### src/rtl/seg7_pkg.sv
// Shared seven-segment definitions: the glyph table used by both the display
// encoder and this capture path, the idle anode pattern, and the capture FSM
// state type.
package seg7_pkg;

   // Active-low segment glyphs {g,f,e,d,c,b,a}, indexed by the nibble they show.
   // Index 15 is listed first because this is a packed array.
   localparam logic [15:0][6:0] GLYPH_TABLE = {
      7'h0E,   // F
      7'h06,   // E
      7'h21,   // d
      7'h46,   // C
      7'h03,   // b
      7'h08,   // A
      7'h10,   // 9
      7'h00,   // 8
      7'h78,   // 7
      7'h02,   // 6
      7'h12,   // 5
      7'h19,   // 4
      7'h30,   // 3
      7'h24,   // 2
      7'h79,   // 1
      7'h40    // 0
   };

   // All anodes high: nothing is being driven onto the display.
   localparam logic [3:0] ANODE_BLANK = 4'b1111;

   // Capture FSM states.
   typedef enum logic [1:0] {
      ST_WAIT = 2'd0,
      ST_QUAL = 2'd1,
      ST_HELD = 2'd2
   } capture_state_t;

   // What a qualified dwell means, judged by its anode pattern.
   typedef enum logic [1:0] {
      AN_DIGIT   = 2'd0,
      AN_BLANK   = 2'd1,
      AN_ILLEGAL = 2'd2
   } anode_kind_t;

   // Classify an active-low anode pattern.
   function automatic anode_kind_t classify_anode(input logic [3:0] an_pat);
      case (an_pat)
         4'b1110, 4'b1101, 4'b1011, 4'b0111: return AN_DIGIT;
         ANODE_BLANK:                        return AN_BLANK;
         default:                            return AN_ILLEGAL;
      endcase
   endfunction

   // Digit index selected by a one-hot-low anode pattern.
   function automatic logic [1:0] anode_index(input logic [3:0] an_pat);
      case (an_pat)
         4'b1101: return 2'd1;
         4'b1011: return 2'd2;
         4'b0111: return 2'd3;
         default: return 2'd0;
      endcase
   endfunction

endpackage

### src/rtl/seg7_glyph_decode.sv
// Combinational inverse of the seven-segment encoder: maps an active-low
// segment pattern back to the hex nibble it represents. Patterns that are
// not in the glyph table decode to nibble 0 with valid low.
module seg7_glyph_decode
   import seg7_pkg::*;
(
   input  logic [6:0] glyph,
   output logic [3:0] nibble,
   output logic       valid
);

   // Search the shared glyph table; entries are unique so at most one hits.
   always_comb begin
      nibble = 4'h0;
      valid  = 1'b0;
      for (int i = 0; i < 16; i++) begin
         if (glyph == GLYPH_TABLE[i]) begin
            nibble = 4'(i);
            valid  = 1'b1;
         end
      end
   end

endmodule

### src/rtl/seven_seg_scan_capture.sv
// Passive observer of a multiplexed four-digit seven-segment bus. Each anode
// dwell is qualified for stability, its glyph decoded back to a nibble and
// stored per digit. Frame completion, illegal anode patterns and a silent bus
// are reported alongside the captured value.
module seven_seg_scan_capture
   import seg7_pkg::*;
#(
   parameter int SETTLE_CYCLES  = 4,
   parameter int TIMEOUT_CYCLES = 1048576
)
(
   input  logic        clk,
   input  logic        rst_n,
   input  logic [3:0]  an,
   input  logic [7:0]  sseg,
   output logic [15:0] digits,
   output logic [3:0]  dp,
   output logic [3:0]  digit_valid,
   output logic        frame_done,
   output logic        error,
   output logic        stale
);

   localparam int CNT_W = $clog2(SETTLE_CYCLES + 1);
   localparam int TMO_W = $clog2(TIMEOUT_CYCLES + 1);

   logic [11:0]    sync_meta;
   logic [11:0]    sync_word;
   logic [11:0]    prev_word;
   logic           word_changed;
   logic [3:0]     an_sync;
   logic [7:0]     seg_sync;

   capture_state_t state;
   capture_state_t state_next;
   logic [CNT_W-1:0] stable_cnt;
   logic [CNT_W-1:0] stable_cnt_next;
   logic           dwell_fire;

   anode_kind_t    an_kind;
   logic [1:0]     digit_idx;
   logic [3:0]     dec_nibble;
   logic           dec_valid;
   logic           capture_fire;
   logic           error_fire;

   logic [3:0]     seen;
   logic [3:0]     seen_set;
   logic [TMO_W-1:0] tmo_cnt;

   // Two-flop synchronizer; the all-ones reset value reads as an idle bus.
   always_ff @(posedge clk or negedge rst_n) begin
      if (!rst_n) begin
         sync_meta <= '1;
         sync_word <= '1;
      end else begin
         sync_meta <= {an, sseg};
         sync_word <= sync_meta;
      end
   end

   // Remember last cycle's synchronized word so any change restarts qualification.
   always_ff @(posedge clk or negedge rst_n) begin
      if (!rst_n) begin
         prev_word <= '1;
      end else begin
         prev_word <= sync_word;
      end
   end

   assign word_changed = (sync_word != prev_word);
   assign an_sync      = sync_word[11:8];
   assign seg_sync     = sync_word[7:0];

   seg7_glyph_decode u_decode (
      .glyph  (seg_sync[6:0]),
      .nibble (dec_nibble),
      .valid  (dec_valid)
   );

   // Dwell qualification state register.
   always_ff @(posedge clk or negedge rst_n) begin
      if (!rst_n) begin
         state      <= ST_WAIT;
         stable_cnt <= '0;
      end else begin
         state      <= state_next;
         stable_cnt <= stable_cnt_next;
      end
   end

   // A change in any state starts a fresh count of 1 (the WAIT action); the
   // dwell fires once when the count reaches SETTLE_CYCLES, then HELD ignores
   // the word until it moves again.
   always_comb begin
      state_next      = state;
      stable_cnt_next = stable_cnt;
      dwell_fire      = 1'b0;
      if (word_changed) begin
         stable_cnt_next = CNT_W'(1);
         if (SETTLE_CYCLES <= 1) begin
            dwell_fire = 1'b1;
            state_next = ST_HELD;
         end else begin
            state_next = ST_QUAL;
         end
      end else begin
         case (state)
            ST_WAIT: begin
               state_next = ST_WAIT;
            end
            ST_QUAL: begin
               stable_cnt_next = stable_cnt + CNT_W'(1);
               if (stable_cnt_next == CNT_W'(SETTLE_CYCLES)) begin
                  dwell_fire = 1'b1;
                  state_next = ST_HELD;
               end
            end
            ST_HELD: begin
               state_next = ST_HELD;
            end
            default: begin
               state_next = ST_WAIT;
            end
         endcase
      end
   end

   assign an_kind      = classify_anode(an_sync);
   assign digit_idx    = anode_index(an_sync);
   assign capture_fire = dwell_fire && (an_kind == AN_DIGIT);
   assign error_fire   = dwell_fire && (an_kind == AN_ILLEGAL);
   assign seen_set     = seen | (4'b0001 << digit_idx);

   // Capture registers, frame tracking and the single-cycle status pulses.
   always_ff @(posedge clk or negedge rst_n) begin
      if (!rst_n) begin
         digits      <= '0;
         dp          <= '0;
         digit_valid <= '0;
         seen        <= '0;
         frame_done  <= 1'b0;
         error       <= 1'b0;
      end else begin
         frame_done <= 1'b0;
         error      <= error_fire;
         if (capture_fire) begin
            digits[{digit_idx, 2'b00} +: 4] <= dec_nibble;
            dp[digit_idx]                   <= ~seg_sync[7];
            digit_valid[digit_idx]          <= dec_valid;
            if (seen_set == 4'b1111) begin
               frame_done <= 1'b1;
               seen       <= 4'b0000;
            end else begin
               seen       <= seen_set;
            end
         end
      end
   end

   // Cycles since the last capture, saturating at the timeout; a capture
   // always wins over saturation so stale drops on the capture edge.
   always_ff @(posedge clk or negedge rst_n) begin
      if (!rst_n) begin
         tmo_cnt <= '0;
      end else if (capture_fire) begin
         tmo_cnt <= '0;
      end else if (!stale) begin
         tmo_cnt <= tmo_cnt + TMO_W'(1);
      end
   end

   assign stale = (tmo_cnt == TMO_W'(TIMEOUT_CYCLES));

endmodule

### config.mk
export PLATFORM = sky130hd
export DESIGN_NAME = seven_seg_scan_capture
export DESIGN_NICKNAME = d
export VERILOG_FILES = /design/src/rtl/seg7_pkg.sv /design/src/rtl/seg7_glyph_decode.sv /design/src/rtl/seven_seg_scan_capture.sv
export SDC_FILE = /design/constraint.sdc
export NUM_CORES = 1
export LEC_CHECK = 0
export ABC_AREA = 1
export CORE_MARGIN = 2
export CORE_UTILIZATION = 54
export DETAILED_ROUTE_END_ITERATION = 12
export PLACE_DENSITY = 0.76
export SYNTH_ARGS = -nofsm -noshare
export SYNTH_HDL_FRONTEND = slang
export SYNTH_HIERARCHICAL = 1
export SYNTH_SLANG_ARGS = --single-unit
### constraint.sdc
create_clock -name clk -period 3 [get_ports clk]
set_input_delay 0.45 -clock clk [delete_from_list [all_inputs] [get_ports clk]]
set_output_delay 0.45 -clock clk [all_outputs]
set_load 0.01 [all_outputs]
* Word-level counts from Yosys, hierarchy flattened
Index checks and enable logic that the tools add are counted.
Word-level totals: input bits 14, memories 0, bits in latches 0, memory bits (read-only) 0, register bits after elaboration 92, memory bits (writable) 0, output and inout port bits 27
Cells by class: reduce and logical (&&, ||, !) cells 7, muxes and demuxes 51, divide/modulo/power cells 0, shift operators 3, order comparisons 2, bitwise gates (word level) 2, add/sub/neg operators 3, $mul 0, eq/ne operators 29
Operators by type and width (number):
- $mux W21 | 2
- $mux W4 | 9
- $eq A7 B7 Y1 const B | 4
- $mux W1 | 23
- $add A21 B1 Y21 const B | 1
- $eq A21 B21 Y1 const B | 1
- $eq A7 B5 Y1 const B | 3
- $eq A7 B6 Y1 const B | 3
- $eq A4 B4 Y1 const B | 5
- $mux W3 | 6
- $bwmux W16 | 1
- $shift A4 B6 Y16 const A | 1
- $shiftx A4 B6 Y16 | 1
- $eq A7 B2 Y1 const B | 2
- $eq A7 B4 Y1 const B | 2
- $ne A12 B12 Y1 | 1
- $bwmux W4 | 2
- $mux W2 | 4
- $pmux W2 S2 | 2
- $eq A7 B3 Y1 const B | 1
- $logic_not A7 Y1 | 1
- $neg A4 Y6 | 1
- $pmux W2 S3 | 1
- $eq A2 B2 Y1 const B | 2
- other kinds (16) | 18

* Logic depth before layout (Yosys ltp)
depth after elaboration 18, mapped depth 14, depth with buffers taken out 14

* Hierarchy
The synthesis kept the hierarchy.
By module, submodules not included:
- seven_seg_scan_capture | area an instance 4279.1 µm², cells each 503, sequential area each 2347.3 µm², times used 1
- seg7_glyph_decode | area an instance 277.8 µm², cells each 59, sequential area each 0.0 µm², times used 1

* Least setup slack after synthesis
No wires, ideal clock.
path type register to register, start point register sync_word[8], end point register seen[3], cell stages (with the launch flop) 12, arrival time 2.185 ns, setup slack 0.751 ns, setup time 0.065 ns, buffers on the path 1, required time 2.935 ns, cell sequence dfstp_2 -> nand2_1 -> inv_2 -> nand3_1 -> nand2_1 -> clkinv_1 -> ha_1 -> clkbuf_1 -> or2_2 -> nand4_1 -> nand4_1 -> nand2_1
Between the ends: word-level cells in the longest chain between the ends 6
Ends and longest elaborated chain:
- from (decl) | line seven_seg_scan_capture.sv:28 | logic [11:0] sync_word;
- from (signal assigned) | line seven_seg_scan_capture.sv:58 | sync_word <= sync_meta;
- $eq A4 B3 Y1 / $eq A4 B4 Y1 (equally long branches) | line seg7_pkg.sv:46, seg7_pkg.sv:55
- $pmux W2 S3 | line seg7_pkg.sv:55 | case (an_pat)
- $shl A1 B2 Y4 | line seven_seg_scan_capture.sv:133 | assign seen_set = seen | (4'b0001 << digit_idx);
- $or A4 B4 Y4 | line seven_seg_scan_capture.sv:133
- $eq A4 B4 Y1 | line seven_seg_scan_capture.sv:151 | if (seen_set == 4'b1111) begin
- $mux W4 | line seven_seg_scan_capture.sv:151
- to (signal assigned) | line seven_seg_scan_capture.sv:155 | seen <= seen_set;
- to (decl) | line seven_seg_scan_capture.sv:47 | logic [3:0] seen;
Several ways; a longest one is shown, not always the timed one. A chain may end at the register's enable or synchronous reset.

* Worst setup path in the final report
start point register sync_word[10], end point register seen[0]
Same word-level chain as after synthesis.

==> results.sh <==
export IMPL_outcome="completed"
export IMPL_crit_start="sync_word[10]$_DFF_PN1_"
export IMPL_max_slew_margin_pct=46.7
export IMPL_vias=3688
export IMPL_area_delta_synth_final_pct=15.5
export IMPL_vias_per_cell=5.15
export IMPL_cts_buffers=9
export IMPL_drive_above_1_share_pct=12.1
export IMPL_overflow=0
export IMPL_drt_wl_total_mm=8.82
export IMPL_cts_root_buf="clkbuf_8"
export IMPL_cp_arrival_ns=2.80
export IMPL_synth_top_cell_area_share_pct=30.8
export IMPL_grt_pass1_wl_mm=15.7
export IMPL_hpwl_mm=6.37
export IMPL_maxCapViolations=0
export IMPL_row_count=33
export IMPL_p_total_mw=2.27
export IMPL_fp_dieArea_mm2=0.00919
export IMPL_ys_seq_elements=92
export IMPL_clock_sinks=92
export IMPL_synth_top_cell_by_area="dfrtp_1"
export IMPL_avgSynthCellArea_um2=8.11
export IMPL_finalMaxSlewViolations=0
export IMPL_cp_cell_sequence="nand2_1 > inv_2 > nand3_1 > nand2_1 > clkinv_1 > ha_1 > or2_2 > nand4_1 > nand4_1 > nand2_1"
export IMPL_path_delay_family="simple AND/OR/NAND/NOR gates"
export IMPL_layout_min_cycle_time_ns=2.50
export IMPL_setup_violations=0
export IMPL_cp_slowest_cell="dfstp_2"
export IMPL_r2r_start="sync_word[10]$_DFF_PN1_"
export IMPL_ys_seq_area_share_pct=51.5
export IMPL_final_nets=632
export IMPL_p_seq_share_pct=57.4
export IMPL_drt_iter0_markers=184
export IMPL_path_max_fanout=12
export IMPL_diodes=0
export IMPL_drc_errors=0
export IMPL_synth_distinct_cells=33
export IMPL_antenna_left=0
export IMPL_hp_class="primary input to asynchronous set/reset pin"
export IMPL_htree_levels=3
export IMPL_fin_crit_sh_pct=83.3
export IMPL_path_buf_inv=2
export IMPL_die_w_um=95.9
export IMPL_whs_ns=0.0727
export IMPL_slowest_delay_ns=0.59
export IMPL_grtUsageTotal_pct=21.6
export IMPL_io_buffers=40
export IMPL_ctsHoldBuffers=0
export IMPL_finalHoldViolCount=0
export IMPL_grt_pass1_vias=3632
export IMPL_final_cells=716
export IMPL_synthCells=562
export IMPL_pre_cts_ws_ns=0.521
export IMPL_rsz0062_at_grt="false"
export IMPL_initial_core_util_pct=55.5
export IMPL_gp_congestion=0.874
export IMPL_reg2reg_to="seen[0]$_DFFE_PN0P_"
export IMPL_r2r_slack_ns=0.50
export IMPL_num_io_pins=41
export IMPL_path_common_cell="nand2_1"
export IMPL_timing_final_ws_setup_ns=0.500
export IMPL_comb_power_share_pct=5.8
export IMPL_max_freq_mhz=400
export IMPL_rr_worst_depth=10
export IMPL_insertion_delay_ns=0.36
export IMPL_vdd_drop_max_mv=0.263
export IMPL_clkPwrFrac_pct=36.7
export IMPL_p_leak_nw=2.76
export IMPL_cp_start_kind="flip-flop"
export IMPL_cts_resized=0
export IMPL_required_ns=3.30
export IMPL_switchingPower_mw=0.562
export IMPL_powerDensity_mw_per_mm2=432
export IMPL_clkSlewWorstSetupHoldPaths_ns=0.09
export IMPL_antenna_found_initial=0
export IMPL_dp_cells=700
export IMPL_crit_type="flip-flop to flip-flop"
export IMPL_worst_pin_slew_ns=0.796
export IMPL_syn_nets=588
export IMPL_grt_max_degree=49
export IMPL_cts_tree="done"
export IMPL_skew_ns=0.00660
export IMPL_core_mm2=0.00822
export IMPL_swShare_pct=24.7
export IMPL_yosys_top_cells_area="dfrtp_1, dfstp_2, nand2_1"
export IMPL_postCtsSetupRepairBufs=0
export IMPL_intPower_mw=1.71
export IMPL_syn_area_mm2=0.00456
export IMPL_setup_tns_ns=0
export IMPL_drt_first_pass_iters=5
export IMPL_clock_path_buffers=2
export IMPL_die_y_um=95.9
export IMPL_wl_per_cell_um=12.3
export IMPL_ys_warnings_count=6
export IMPL_end_kind="flip-flop"
==> layer usage <==
layer	share of wire, %	up-vias	global-route usage (%)	wire [um]
met3	4.0	16	3.45	350
met2	48	98	36.2	4200
met5	0	-	0	0
met1	47	1697	28.1	4120
li1	-	1877	-	-
met4	1.7	0	8.33	151
==> registers in the layout, summed over array words and instances (netlist names) <==
name / flops
tmo_cnt: 21
digits: 16
prev_word: 12
sync_meta: 12
sync_word: 12
digit_valid: 4
dp: 4
seen: 4
stable_cnt: 3
state: 2
error: 1
frame_done: 1
==> power groups by stage <==
stage	clock (mW)	combinational (mW)	sequential (mW)
3_5_place_dp	0	0.134	1.33
4_1_cts	0.858	0.134	1.30
2_1_floorplan	0	0.0769	1.32
6_report	0.835	0.133	1.30
3_3_place_gp	0	0.129	1.32
5_1_grt	0.905	0.152	1.31
==> cells in the mapped netlist <==
library cell    n
buf_4           2
nor3_1         10
o21ai_1         2
clkinv_1        2
nand3b_1        2
o21a_1          1
o21ai_4         1
buf_2           6
o211ai_1        1
clkbuf_1        1
ha_1           12
nand2_2         1
nor2_1         54
o21ai_0        12
nand4_1        46
dfrtp_1        56
xor2_1          4
inv_2           5
and3_1          1
inv_1          89
nor3_2          1
buf_6           1
or2_2           5
nor2_2          4
nor4_1          1
nand3_2         1
a21boi_1        1
nand3_1        34
o31ai_1         1
dfstp_2        36
xnor2_1         6
nand2_1       162
or2_1           1
==> logic make-up (layout without fill, tap and decap cells) <==
| family | after synthesis | after routing | synth area share (%) |
|---|---|---|---|
| XOR/XNOR | 10 | 10 | 1.92 |
| flip-flops | 92 | 92 | 51.5 |
| buffers and inverters | 106 | 155 | 9.23 |
| AO/OA/AOI/OAI | 19 | 19 | 2.55 |
| AND/OR/NAND/NOR | 323 | 323 | 31.5 |
| adder cells (fa/ha/maj) | 12 | 12 | 3.29 |
==> worst max-delay path by stage <==
stage | end | slack, ns | depth (start not counted)
5_1_grt | digits[8]$_DFFE_PN0P_ | 0.25 | 12
3_5_place_dp | seen[2]$_DFFE_PN0P_ | 0.52 | 10
6_report | seen[0]$_DFFE_PN0P_ | 0.50 | 10
2_1_floorplan | seen[3]$_DFFE_PN0P_ | 0.75 | 11
4_1_cts | stale | 0.49 | 7
3_3_place_gp | seen[1]$_DFFE_PN0P_ | 0.64 | 10
==> cells in the final DEF (no fill, tap or decap), types with 2 or more instances in the layout <==
cell / instances
clkbuf_8: 10
nand3_1: 34
dfrtp_1: 56
xor2_1: 4
or2_2: 5
ha_1: 12
o21ai_0: 12
clkinv_1: 2
inv_6: 2
nand4_1: 46
o21ai_1: 2
clkinv_4: 2
xnor2_1: 6
nor3_1: 10
dfstp_2: 36
inv_2: 5
buf_4: 3
clkdlybuf4s50_1: 39
nand2_1: 162
nor2_1: 54
inv_1: 89
nand3b_1: 2
nor2_2: 4
==> area by class of cell <==
class                           count  area, um2
Inverter                           96        360
Sequential cell                    92       2350
Tap cell                          105        131
Multi-Input combinational cell    364       1790
Timing Repair Buffer               43        433
Clock inverter                      5       40.0
Fill cell                         691       2950
Clock buffer                       11        163
==> stage by stage <==
step	instance area, um2	utilization, %
after detailed placement	5060	61.6
final	5260	64.1
after global routing	5260	64.1
after floorplan	4560	-
after CTS	5260	64.1
after global placement	5060	61.6
(Power assumes the default switching activity.)
